===== config.mk =====
export PLATFORM = sky130hd
export DESIGN_NAME = hazard_ctrl_v2_flat
export DESIGN_NICKNAME = d
export VERILOG_FILES = /design/src/rtl/hazard_ctrl_v2_if.sv /design/src/rtl/hazard_ctrl_v2.sv /design/src/flat_wrapper.sv
export SDC_FILE = /design/constraint.sdc
export NUM_CORES = 1
export LEC_CHECK = 0
export ABC_AREA = 1
export CORE_ASPECT_RATIO = 0.7
export CORE_MARGIN = 2
export CORE_UTILIZATION = 50
export DETAILED_ROUTE_END_ITERATION = 10
export DONT_BUFFER_PORTS = 1
export GPL_TIMING_DRIVEN = 0
export PLACE_DENSITY_LB_ADDON = 0.08
export SYNTH_ARGS = -nofsm -noshare
export SYNTH_HDL_FRONTEND = slang
export SYNTH_SLANG_ARGS = --single-unit

===== constraint.sdc =====
create_clock -name clk -period 2.2 [get_ports clk]
set_clock_uncertainty 0.15 [all_clocks]
set_input_delay 0.22 -clock clk [delete_from_list [all_inputs] [get_ports clk]]
set_output_delay 0.22 -clock clk [all_outputs]
set_load 0.02 [all_outputs]

===== src/rtl/hazard_ctrl_v2_if.sv =====
// Hazard controller bus: datapath hazard inputs in one direction, stall/flush/forward controls in the other.
interface hazard_ctrl_v2_if #(
    parameter int REG_WIDTH = 4
);
    logic [REG_WIDTH-1:0] rsD, rtD, rsE, rtE;
    logic [REG_WIDTH-1:0] WriteRegE, WriteRegM, WriteRegW, rtM;
    logic                 RegWriteM, RegWriteW, MemReadE, MemWriteM;
    logic                 PCSrc, jump, md_startE, stop;
    logic [1:0]           alu_src1, alu_src2;
    logic                 mem_src;
    logic                 pcstall, IF_IDstall, ID_EXstall, EX_MEMstall, MEM_WBstall;
    logic                 flushIF_ID, flushID_EX, flushEX_MEM;
    logic [1:0]           busy_state;

    // Controller side
    modport slave (
        input  rsD, rtD, rsE, rtE, WriteRegE, WriteRegM, WriteRegW, rtM,
               RegWriteM, RegWriteW, MemReadE, MemWriteM,
               PCSrc, jump, md_startE, stop,
        output alu_src1, alu_src2, mem_src,
               pcstall, IF_IDstall, ID_EXstall, EX_MEMstall, MEM_WBstall,
               flushIF_ID, flushID_EX, flushEX_MEM, busy_state
    );

    // Datapath side
    modport master (
        output rsD, rtD, rsE, rtE, WriteRegE, WriteRegM, WriteRegW, rtM,
               RegWriteM, RegWriteW, MemReadE, MemWriteM,
               PCSrc, jump, md_startE, stop,
        input  alu_src1, alu_src2, mem_src,
               pcstall, IF_IDstall, ID_EXstall, EX_MEMstall, MEM_WBstall,
               flushIF_ID, flushID_EX, flushEX_MEM, busy_state
    );
endinterface


===== src/rtl/hazard_ctrl_v2.sv =====
// 5-stage pipeline hazard controller: operand/store forwarding, load-use interlock,
// branch flush sequencer and mul/div stall sequencer sharing one down-counter.
module hazard_ctrl_v2 #(
    parameter int REG_WIDTH           = 4,
    parameter int BRANCH_FLUSH_CYCLES = 3,
    parameter int LOAD_STALL_CYCLES   = 1,
    parameter int MD_LATENCY          = 4
) (
    input  logic           clk,
    input  logic           rst,
    hazard_ctrl_v2_if.slave hif
);
    localparam logic [1:0] IDLE     = 2'b00;
    localparam logic [1:0] BR_FLUSH = 2'b01;
    localparam logic [1:0] LD_STALL = 2'b10;
    localparam logic [1:0] MD_WAIT  = 2'b11;

    localparam logic [REG_WIDTH-1:0] R0 = '0;

    logic [1:0] state_q, state_d;
    logic [3:0] cnt_q, cnt_d;

    logic [1:0] alu_src1, alu_src2;
    logic       mem_src, load_use;
    logic       pcstall, if_id_stall, id_ex_stall, ex_mem_stall, mem_wb_stall;
    logic       flush_if_id, flush_id_ex, flush_ex_mem;

    // MEM result wins over WB; r0 is never forwarded
    function automatic logic [1:0] fwd_sel(input logic [REG_WIDTH-1:0] src,
                                           input logic [REG_WIDTH-1:0] wr_m,
                                           input logic                 we_m,
                                           input logic [REG_WIDTH-1:0] wr_w,
                                           input logic                 we_w);
        if (src != R0 && we_m && wr_m == src)      return 2'b01;
        else if (src != R0 && we_w && wr_w == src) return 2'b10;
        else                                       return 2'b00;
    endfunction

    // Forwarding selects; forced to regfile while in reset
    always_comb begin
        alu_src1 = 2'b00;
        alu_src2 = 2'b00;
        mem_src  = 1'b0;
        if (!rst) begin
            alu_src1 = fwd_sel(hif.rsE, hif.WriteRegM, hif.RegWriteM, hif.WriteRegW, hif.RegWriteW);
            alu_src2 = fwd_sel(hif.rtE, hif.WriteRegM, hif.RegWriteM, hif.WriteRegW, hif.RegWriteW);
            mem_src  = (hif.rtM != R0) && hif.MemWriteM && hif.RegWriteW &&
                       (hif.WriteRegW == hif.rtM);
        end
    end

    assign load_use = hif.MemReadE && (hif.WriteRegE != R0) &&
                      ((hif.WriteRegE == hif.rsD) || (hif.WriteRegE == hif.rtD));

    // Sequencer next-state and Mealy stall/flush outputs
    always_comb begin
        state_d      = state_q;
        cnt_d        = cnt_q;
        pcstall      = 1'b0;
        if_id_stall  = 1'b0;
        id_ex_stall  = 1'b0;
        ex_mem_stall = 1'b0;
        mem_wb_stall = 1'b0;
        flush_if_id  = 1'b0;
        flush_id_ex  = 1'b0;
        flush_ex_mem = 1'b0;
        if (rst) begin
            state_d = IDLE;
            cnt_d   = 4'd0;
        end else if (hif.stop) begin
            // Whole pipe frozen; sequencer state held as-is
            pcstall      = 1'b1;
            if_id_stall  = 1'b1;
            id_ex_stall  = 1'b1;
            ex_mem_stall = 1'b1;
            mem_wb_stall = 1'b1;
        end else begin
            case (state_q)
                IDLE: begin
                    if (hif.PCSrc) begin
                        flush_if_id = 1'b1;
                        flush_id_ex = 1'b1;
                        if (BRANCH_FLUSH_CYCLES > 1) begin
                            state_d = BR_FLUSH;
                            cnt_d   = 4'(BRANCH_FLUSH_CYCLES - 1);
                        end
                    end else if (hif.md_startE) begin
                        pcstall      = 1'b1;
                        if_id_stall  = 1'b1;
                        id_ex_stall  = 1'b1;
                        flush_ex_mem = 1'b1;
                        if (MD_LATENCY > 1) begin
                            state_d = MD_WAIT;
                            cnt_d   = 4'(MD_LATENCY - 1);
                        end
                    end else if (load_use) begin
                        pcstall     = 1'b1;
                        if_id_stall = 1'b1;
                        flush_id_ex = 1'b1;
                        if (LOAD_STALL_CYCLES > 1) begin
                            state_d = LD_STALL;
                            cnt_d   = 4'(LOAD_STALL_CYCLES - 1);
                        end
                    end else if (hif.jump) begin
                        flush_if_id = 1'b1;
                    end
                end
                BR_FLUSH: begin
                    // Wrong-path events ignored until the flush drains
                    flush_if_id = 1'b1;
                    flush_id_ex = 1'b1;
                end
                LD_STALL: begin
                    pcstall     = 1'b1;
                    if_id_stall = 1'b1;
                    flush_id_ex = 1'b1;
                end
                default: begin // MD_WAIT
                    pcstall      = 1'b1;
                    if_id_stall  = 1'b1;
                    id_ex_stall  = 1'b1;
                    flush_ex_mem = 1'b1;
                end
            endcase
            if (state_q != IDLE) begin
                if (cnt_q <= 4'd1) begin
                    state_d = IDLE;
                    cnt_d   = 4'd0;
                end else begin
                    cnt_d = cnt_q - 4'd1;
                end
            end
        end
    end

    // State and shared counter registers
    always_ff @(posedge clk) begin
        if (rst) begin
            state_q <= IDLE;
            cnt_q   <= 4'd0;
        end else begin
            state_q <= state_d;
            cnt_q   <= cnt_d;
        end
    end

    assign hif.alu_src1    = alu_src1;
    assign hif.alu_src2    = alu_src2;
    assign hif.mem_src     = mem_src;
    assign hif.pcstall     = pcstall;
    assign hif.IF_IDstall  = if_id_stall;
    assign hif.ID_EXstall  = id_ex_stall;
    assign hif.EX_MEMstall = ex_mem_stall;
    assign hif.MEM_WBstall = mem_wb_stall;
    assign hif.flushIF_ID  = flush_if_id;
    assign hif.flushID_EX  = flush_id_ex;
    assign hif.flushEX_MEM = flush_ex_mem;
    assign hif.busy_state  = state_q;
endmodule


===== src/flat_wrapper.sv =====
// flat-port wrapper written by rule: the top's interface ports become plain ports
module hazard_ctrl_v2_flat 
#(
    parameter int REG_WIDTH           = 4,
    parameter int BRANCH_FLUSH_CYCLES = 3,
    parameter int LOAD_STALL_CYCLES   = 1,
    parameter int MD_LATENCY          = 4
)
  (clk, rst, hif_rsD, hif_rtD, hif_rsE, hif_rtE, hif_WriteRegE, hif_WriteRegM, hif_WriteRegW, hif_rtM, hif_RegWriteM, hif_RegWriteW, hif_MemReadE, hif_MemWriteM, hif_PCSrc, hif_jump, hif_md_startE, hif_stop, hif_alu_src1, hif_alu_src2, hif_mem_src, hif_pcstall, hif_IF_IDstall, hif_ID_EXstall, hif_EX_MEMstall, hif_MEM_WBstall, hif_flushIF_ID, hif_flushID_EX, hif_flushEX_MEM, hif_busy_state);
  hazard_ctrl_v2_if #(.REG_WIDTH(REG_WIDTH)) hif_i ();
  input  logic clk;
  input  logic rst;
  input wire logic [$bits(hif_i.rsD)-1:0] hif_rsD;
  input wire logic [$bits(hif_i.rtD)-1:0] hif_rtD;
  input wire logic [$bits(hif_i.rsE)-1:0] hif_rsE;
  input wire logic [$bits(hif_i.rtE)-1:0] hif_rtE;
  input wire logic [$bits(hif_i.WriteRegE)-1:0] hif_WriteRegE;
  input wire logic [$bits(hif_i.WriteRegM)-1:0] hif_WriteRegM;
  input wire logic [$bits(hif_i.WriteRegW)-1:0] hif_WriteRegW;
  input wire logic [$bits(hif_i.rtM)-1:0] hif_rtM;
  input wire logic [$bits(hif_i.RegWriteM)-1:0] hif_RegWriteM;
  input wire logic [$bits(hif_i.RegWriteW)-1:0] hif_RegWriteW;
  input wire logic [$bits(hif_i.MemReadE)-1:0] hif_MemReadE;
  input wire logic [$bits(hif_i.MemWriteM)-1:0] hif_MemWriteM;
  input wire logic [$bits(hif_i.PCSrc)-1:0] hif_PCSrc;
  input wire logic [$bits(hif_i.jump)-1:0] hif_jump;
  input wire logic [$bits(hif_i.md_startE)-1:0] hif_md_startE;
  input wire logic [$bits(hif_i.stop)-1:0] hif_stop;
  output wire logic [$bits(hif_i.alu_src1)-1:0] hif_alu_src1;
  output wire logic [$bits(hif_i.alu_src2)-1:0] hif_alu_src2;
  output wire logic [$bits(hif_i.mem_src)-1:0] hif_mem_src;
  output wire logic [$bits(hif_i.pcstall)-1:0] hif_pcstall;
  output wire logic [$bits(hif_i.IF_IDstall)-1:0] hif_IF_IDstall;
  output wire logic [$bits(hif_i.ID_EXstall)-1:0] hif_ID_EXstall;
  output wire logic [$bits(hif_i.EX_MEMstall)-1:0] hif_EX_MEMstall;
  output wire logic [$bits(hif_i.MEM_WBstall)-1:0] hif_MEM_WBstall;
  output wire logic [$bits(hif_i.flushIF_ID)-1:0] hif_flushIF_ID;
  output wire logic [$bits(hif_i.flushID_EX)-1:0] hif_flushID_EX;
  output wire logic [$bits(hif_i.flushEX_MEM)-1:0] hif_flushEX_MEM;
  output wire logic [$bits(hif_i.busy_state)-1:0] hif_busy_state;
  assign hif_i.rsD = hif_rsD;
  assign hif_i.rtD = hif_rtD;
  assign hif_i.rsE = hif_rsE;
  assign hif_i.rtE = hif_rtE;
  assign hif_i.WriteRegE = hif_WriteRegE;
  assign hif_i.WriteRegM = hif_WriteRegM;
  assign hif_i.WriteRegW = hif_WriteRegW;
  assign hif_i.rtM = hif_rtM;
  assign hif_i.RegWriteM = hif_RegWriteM;
  assign hif_i.RegWriteW = hif_RegWriteW;
  assign hif_i.MemReadE = hif_MemReadE;
  assign hif_i.MemWriteM = hif_MemWriteM;
  assign hif_i.PCSrc = hif_PCSrc;
  assign hif_i.jump = hif_jump;
  assign hif_i.md_startE = hif_md_startE;
  assign hif_i.stop = hif_stop;
  assign hif_alu_src1 = hif_i.alu_src1;
  assign hif_alu_src2 = hif_i.alu_src2;
  assign hif_mem_src = hif_i.mem_src;
  assign hif_pcstall = hif_i.pcstall;
  assign hif_IF_IDstall = hif_i.IF_IDstall;
  assign hif_ID_EXstall = hif_i.ID_EXstall;
  assign hif_EX_MEMstall = hif_i.EX_MEMstall;
  assign hif_MEM_WBstall = hif_i.MEM_WBstall;
  assign hif_flushIF_ID = hif_i.flushIF_ID;
  assign hif_flushID_EX = hif_i.flushID_EX;
  assign hif_flushEX_MEM = hif_i.flushEX_MEM;
  assign hif_busy_state = hif_i.busy_state;
  hazard_ctrl_v2 #(.REG_WIDTH(REG_WIDTH), .BRANCH_FLUSH_CYCLES(BRANCH_FLUSH_CYCLES), .LOAD_STALL_CYCLES(LOAD_STALL_CYCLES), .MD_LATENCY(MD_LATENCY)) u_core (.clk(clk), .rst(rst), .hif(hif_i));
endmodule

After elaboration in Yosys (flattened, before gate mapping)
Index checks and enable logic that the tools add are counted.
{"block": "classes", "add_sub_neg": 1, "order_cmp": 1, "n_eq_ne": 9, "mux": 44, "n_bitwise": 1, "n_reduce_logical": 24}
{"cell": "$eq A4 B4 Y1", "n": 7}
{"cell": "$mux W1", "n": 24}
{"cell": "$mux W2", "n": 11}
{"cell": "$mux W4", "n": 5}
{"cell": "$reduce_bool A4 Y1", "n": 4}
{"cell": "$logic_and A1 B1 Y1", "n": 13}
{"cell": "$pmux W1 S2", "n": 4}
{"cell": "$le A4 B1 Y1 const B", "n": 1}
{"cell": "$reduce_bool A2 Y1", "n": 2}
{"cell": "$sub A4 B1 Y4 const B", "n": 1}
{"cell": "$reduce_and A3 Y1", "n": 1}
{"cell": "$reduce_bool A3 Y1", "n": 1}
{"cell": "$eq A2 B1 Y1 const B", "n": 1}
{"cell": "$eq A2 B2 Y1 const B", "n": 1}
{"cell": "$logic_not A2 Y1", "n": 1}
{"cell": "$reduce_or A2 Y1", "n": 1}
{"cell": "$logic_or A1 B1 Y1", "n": 1}
{"cell": "$not A1 Y1", "n": 1}
{"block": "totals", "ff_bits": 6, "in_bits": 42, "word_cells": 82}

Depth between registers and ports, before layout
{"block": "depth", "word_depth": 9, "depth_mapped": 11}

Worst setup path after synthesis
No wires, ideal clock.
{"block": "synth_path", "path_type": "register to output", "start": "reg u_core.state_q[0] (netlist: u_core.hif.busy_state[0])", "end": "out hif_pcstall", "t_arrival_ns": 1.586, "slack_ns": 0.244, "stages_incl_launch_ff": 7, "path_buffers": 1, "cell_sequence": "dfxtp_1 > inv_1 > ha_1 > nor2_1 > nor2_1 > a21oi_1 > buf_4"}
{"block": "synth_via", "elab_chain_cells": 4}
{"item": "start, declared", "line_no": "hazard_ctrl_v2.sv:20", "rtl": "logic [1:0] state_q, state_d;"}
{"item": "start signal, assigned", "line_no": "hazard_ctrl_v2.sv:142", "rtl": "state_q <= state_d;"}
{"item": "$eq A2 B1 Y1 or $logic_not A2 Y1 (tied branches)"}
{"item": "$pmux W1 S2 (*)"}
{"item": "$mux W1 (*) (2 in a row)"}
{"item": "end, declared", "line_no": "flat_wrapper.sv:32", "rtl": "output wire logic [$bits(hif_i.pcstall)-1:0] hif_pcstall;"}
Mark *: on every way between the ends. The rest lies on a longest branch, timed or not.

Worst setup path in the final report
{"block": "layout_path", "start": "reg u_core.state_q[1] (netlist: u_core.hif.busy_state[1])", "end": "out hif_pcstall"}
The elaborated chain is that of the path after synthesis.

==> impl_metrics.ini <==
[run_status]
outcome = finished clean

[place]
portBuffers = 0
dp_hpwl_mm = 2.12
place_ws_ns = 0.121
place_congestion = 0.823
place_area_um2 = 1030

[critical_path]
cp.required_ns = 1.83
cp_max_fo = 5
worst_setup_path_start_kind = flop
crit_chain = inv_1, ha_1, inv_2, nor2_4, nand2_1, a21oi_2, buf_4
critPathArrivalTime_ns = 1.75
crit_slowest_cell = dfxtp_2
critPathBufInv = 3
path_delay_family = buffers and inverters
critPathKind = reg -> out
worst_path_largest_cell_delay_ns = 0.36
cp-end-kind = primary output

[global_routing]
grt.total_usage_pct = 22.0
grt_pass1_wl_mm = 4.25
grt_start_max_net_pins = 8
grt_antenna_before_repair = 0
overflow = 0
grt_pass1_vias = 1055

[clocking]
h-tree-depth = 1
numCtsBuffers = 3
clkLatencyLatePin_ns = 0.25
clkSlewWorstSetupHoldPaths_ns = 0.04
post-cts-setup-buffers = 0
cts_tree = yes
cts_root_buffer = clkbuf_4
clockBufferDepth = 2
cts_sinks = 6

[drt]
wl_mm = 2.50
drtIter0Drc = 58
postRouteAntennaNets = 0
first_pass_iters = 4
wl_per_cell_um = 12.2
vias_per_cell = 5.30
vias = 1087
drc = 0

[sta]
min_period_over_period_pct = 96.3
hold_viol = 0
fmax_mhz = 472
max-slew-margin-rel_pct = 33.3
rsz0062_at_grt = true
slew_viol_final = 0
setup_viol_count_final = 0
worst_slack_ns = 0.0824
fin_crit_ns = 2.12
worstMarginPinSlew_ns = 0.992

[floorplanning]
die_w_um = 57.5
die_h_um = 41.5
coreArea_um2 = 1870
io_pins = 57
die_area_um2 = 2380
initial_utilization_pct = 53.6
fp-row-count = 13

[logic_synthesis]
synth_seq_cells = 6
synthTopCellsByArea = nand2_1 18%, inv_1 13%, dfxtp_1 12%
yosysWarnings = 0
syn_inst = 178
ys_types = 33
syn_area_per_cell_um2 = 5.63
synth_ff_type = dfxtp_1
synth_edf_count = 0
yosys-top-cells-count = 47 x nand2_1, 34 x inv_1, 20 x nor2_1
synth-async-reset-ratio_pct = 0
syn_area_um2 = 1000
ys_seq_area_share_pct = 12.0
synth_nets = 225
synth.most_common_cell = nand2_1
yosys.area.top_type = nand2_1
synth_top_area_share_pct = 17.6

[finish]
fin_area_um2 = 1080
area_growth_pct = 8.24
antennaDiodeCount = 0
final_nets = 232
drive_above_1_share_pct = 10.9
fin_util_pct = 58.0

[power_and_ir_drop]
leakagePower_nw = 0.576
vdd_ir_drop_max_v = 0.000413
power_density_nw_per_um2 = 433

[worst_hold_path]
worstHoldPathType = in -> reg

[job]
cap_viol_max_count = 0
==> state kept, by name, indices dropped and copies added, names as in the netlist <==
register / flops
u_core.cnt_q: 4
u_core.hif.busy_state: 2
==> path summary, 6_finish.rpt <==
path / slack, ns / cells past startpoint / from / end
max: 0.08 / 7 / u_core.hif.busy_state[1]$_SDFFE_PP0N_ / hif_pcstall
min: 0.03 / 3 / rst / u_core.hif.busy_state[1]$_SDFFE_PP0N_
max reg2reg: 0.48 / 9 / u_core.hif.busy_state[1]$_SDFFE_PP0N_ / u_core.cnt_q[3]$_SDFFE_PP0P_
min reg2reg: 0.39 / 2 / u_core.cnt_q[1]$_SDFFE_PP0P_ / u_core.cnt_q[1]$_SDFFE_PP0P_
==> placed cells by master (no fill, tap or decap), types with 2 or more instances in the layout <==
cell | netlist | layout
a21oi_1 | 10 | 8
a21oi_2 | 0 | 2
buf_4 | 2 | 2
clkbuf_4 | 0 | 3
dfxtp_1 | 6 | 4
dfxtp_2 | 0 | 2
dlygate4sd3_1 | 0 | 2
ha_1 | 5 | 5
inv_1 | 34 | 34
inv_2 | 2 | 2
nand2_1 | 47 | 47
nand3_1 | 4 | 4
nand4_1 | 2 | 2
nor2_1 | 20 | 19
nor2_2 | 1 | 2
nor3_1 | 8 | 8
nor3b_1 | 2 | 2
nor4_1 | 2 | 2
o211ai_1 | 2 | 2
o21ai_1 | 3 | 3
o22ai_1 | 3 | 3
xnor2_1 | 4 | 4
xor2_1 | 7 | 7
==> report_power, final <==
part | internal [mW] | switching (mW)
Clock | 0.0619 | 0.0429
Sequential | 0.122 | 0.0164
Combinational | 0.0894 | 0.137
Total | 0.274 | 0.196
==> cell families (layout without fill, tap and decap cells) <==
kind of cell	after synthesis	after routing	synth area share, %
AND/OR/NAND/NOR	92	92	40.5
adder cells (fa/ha/maj)	5	5	6.24
flip-flops	6	6	12.0
AO/OA/AOI/OAI	26	26	16.7
buffers and inverters	38	43	15.0
XOR/XNOR	11	11	9.61
==> metrics by stage <==
step | setup TNS [ns] | cells | total power, mW | hold slack (ns)
finish | 0 | 205 | 0.470 | 0.0338
global route | -0.0186 | 205 | 0.516 | 0.0469
CTS | 0 | 205 | 0.471 | 0.0230
detailed placement | 0 | 200 | 0.357 | 0.156
global placement | 0 | 200 | 0.349 | 0.154
floorplan | 0 | 178 | 0.324 | 0.149
==> final cells by class <==
cell class                 instances  area (um2)
tap                               22        27.5
fill                             187         786
timing repair buffer               2        20.0
clock buffer                       3        22.5
multi-input combinational        134         742
sequential                         6         123
inverter                          36         135
buffer                             2        15.0
==> what timing repair did <==
item                                    CTS  global route
hold buffers                              2             0
endpoints found under the setup margin    3             3
pin swaps                                 0             0
resized for setup                         4             1
endpoints found under the hold margin     2             0
==> per-layer routing <==
layer / vias up / global-route usage, % / part of all wire (%) / wire, um
li1: 569 / - / - / -
met1: 473 / 27.1 / 46 / 1150
met2: 39 / 35.7 / 43 / 1070
met3: 6 / 9.03 / 9.8 / 245
met4: 0 / 5.12 / 1.5 / 38
met5: - / 0 / 0 / 0
==> worst reg2reg max path, delay by kind of cell, from the launching register on <==
family | cells | cell delay [ns]
simple gates | 3 | 0.25
buf+inv | 3 | 0.29
compound gates | 2 | 0.32
fa+ha+maj | 1 | 0.25
flops | 1 | 0.36
No activity file was read; power rests on OpenSTA's default activity.
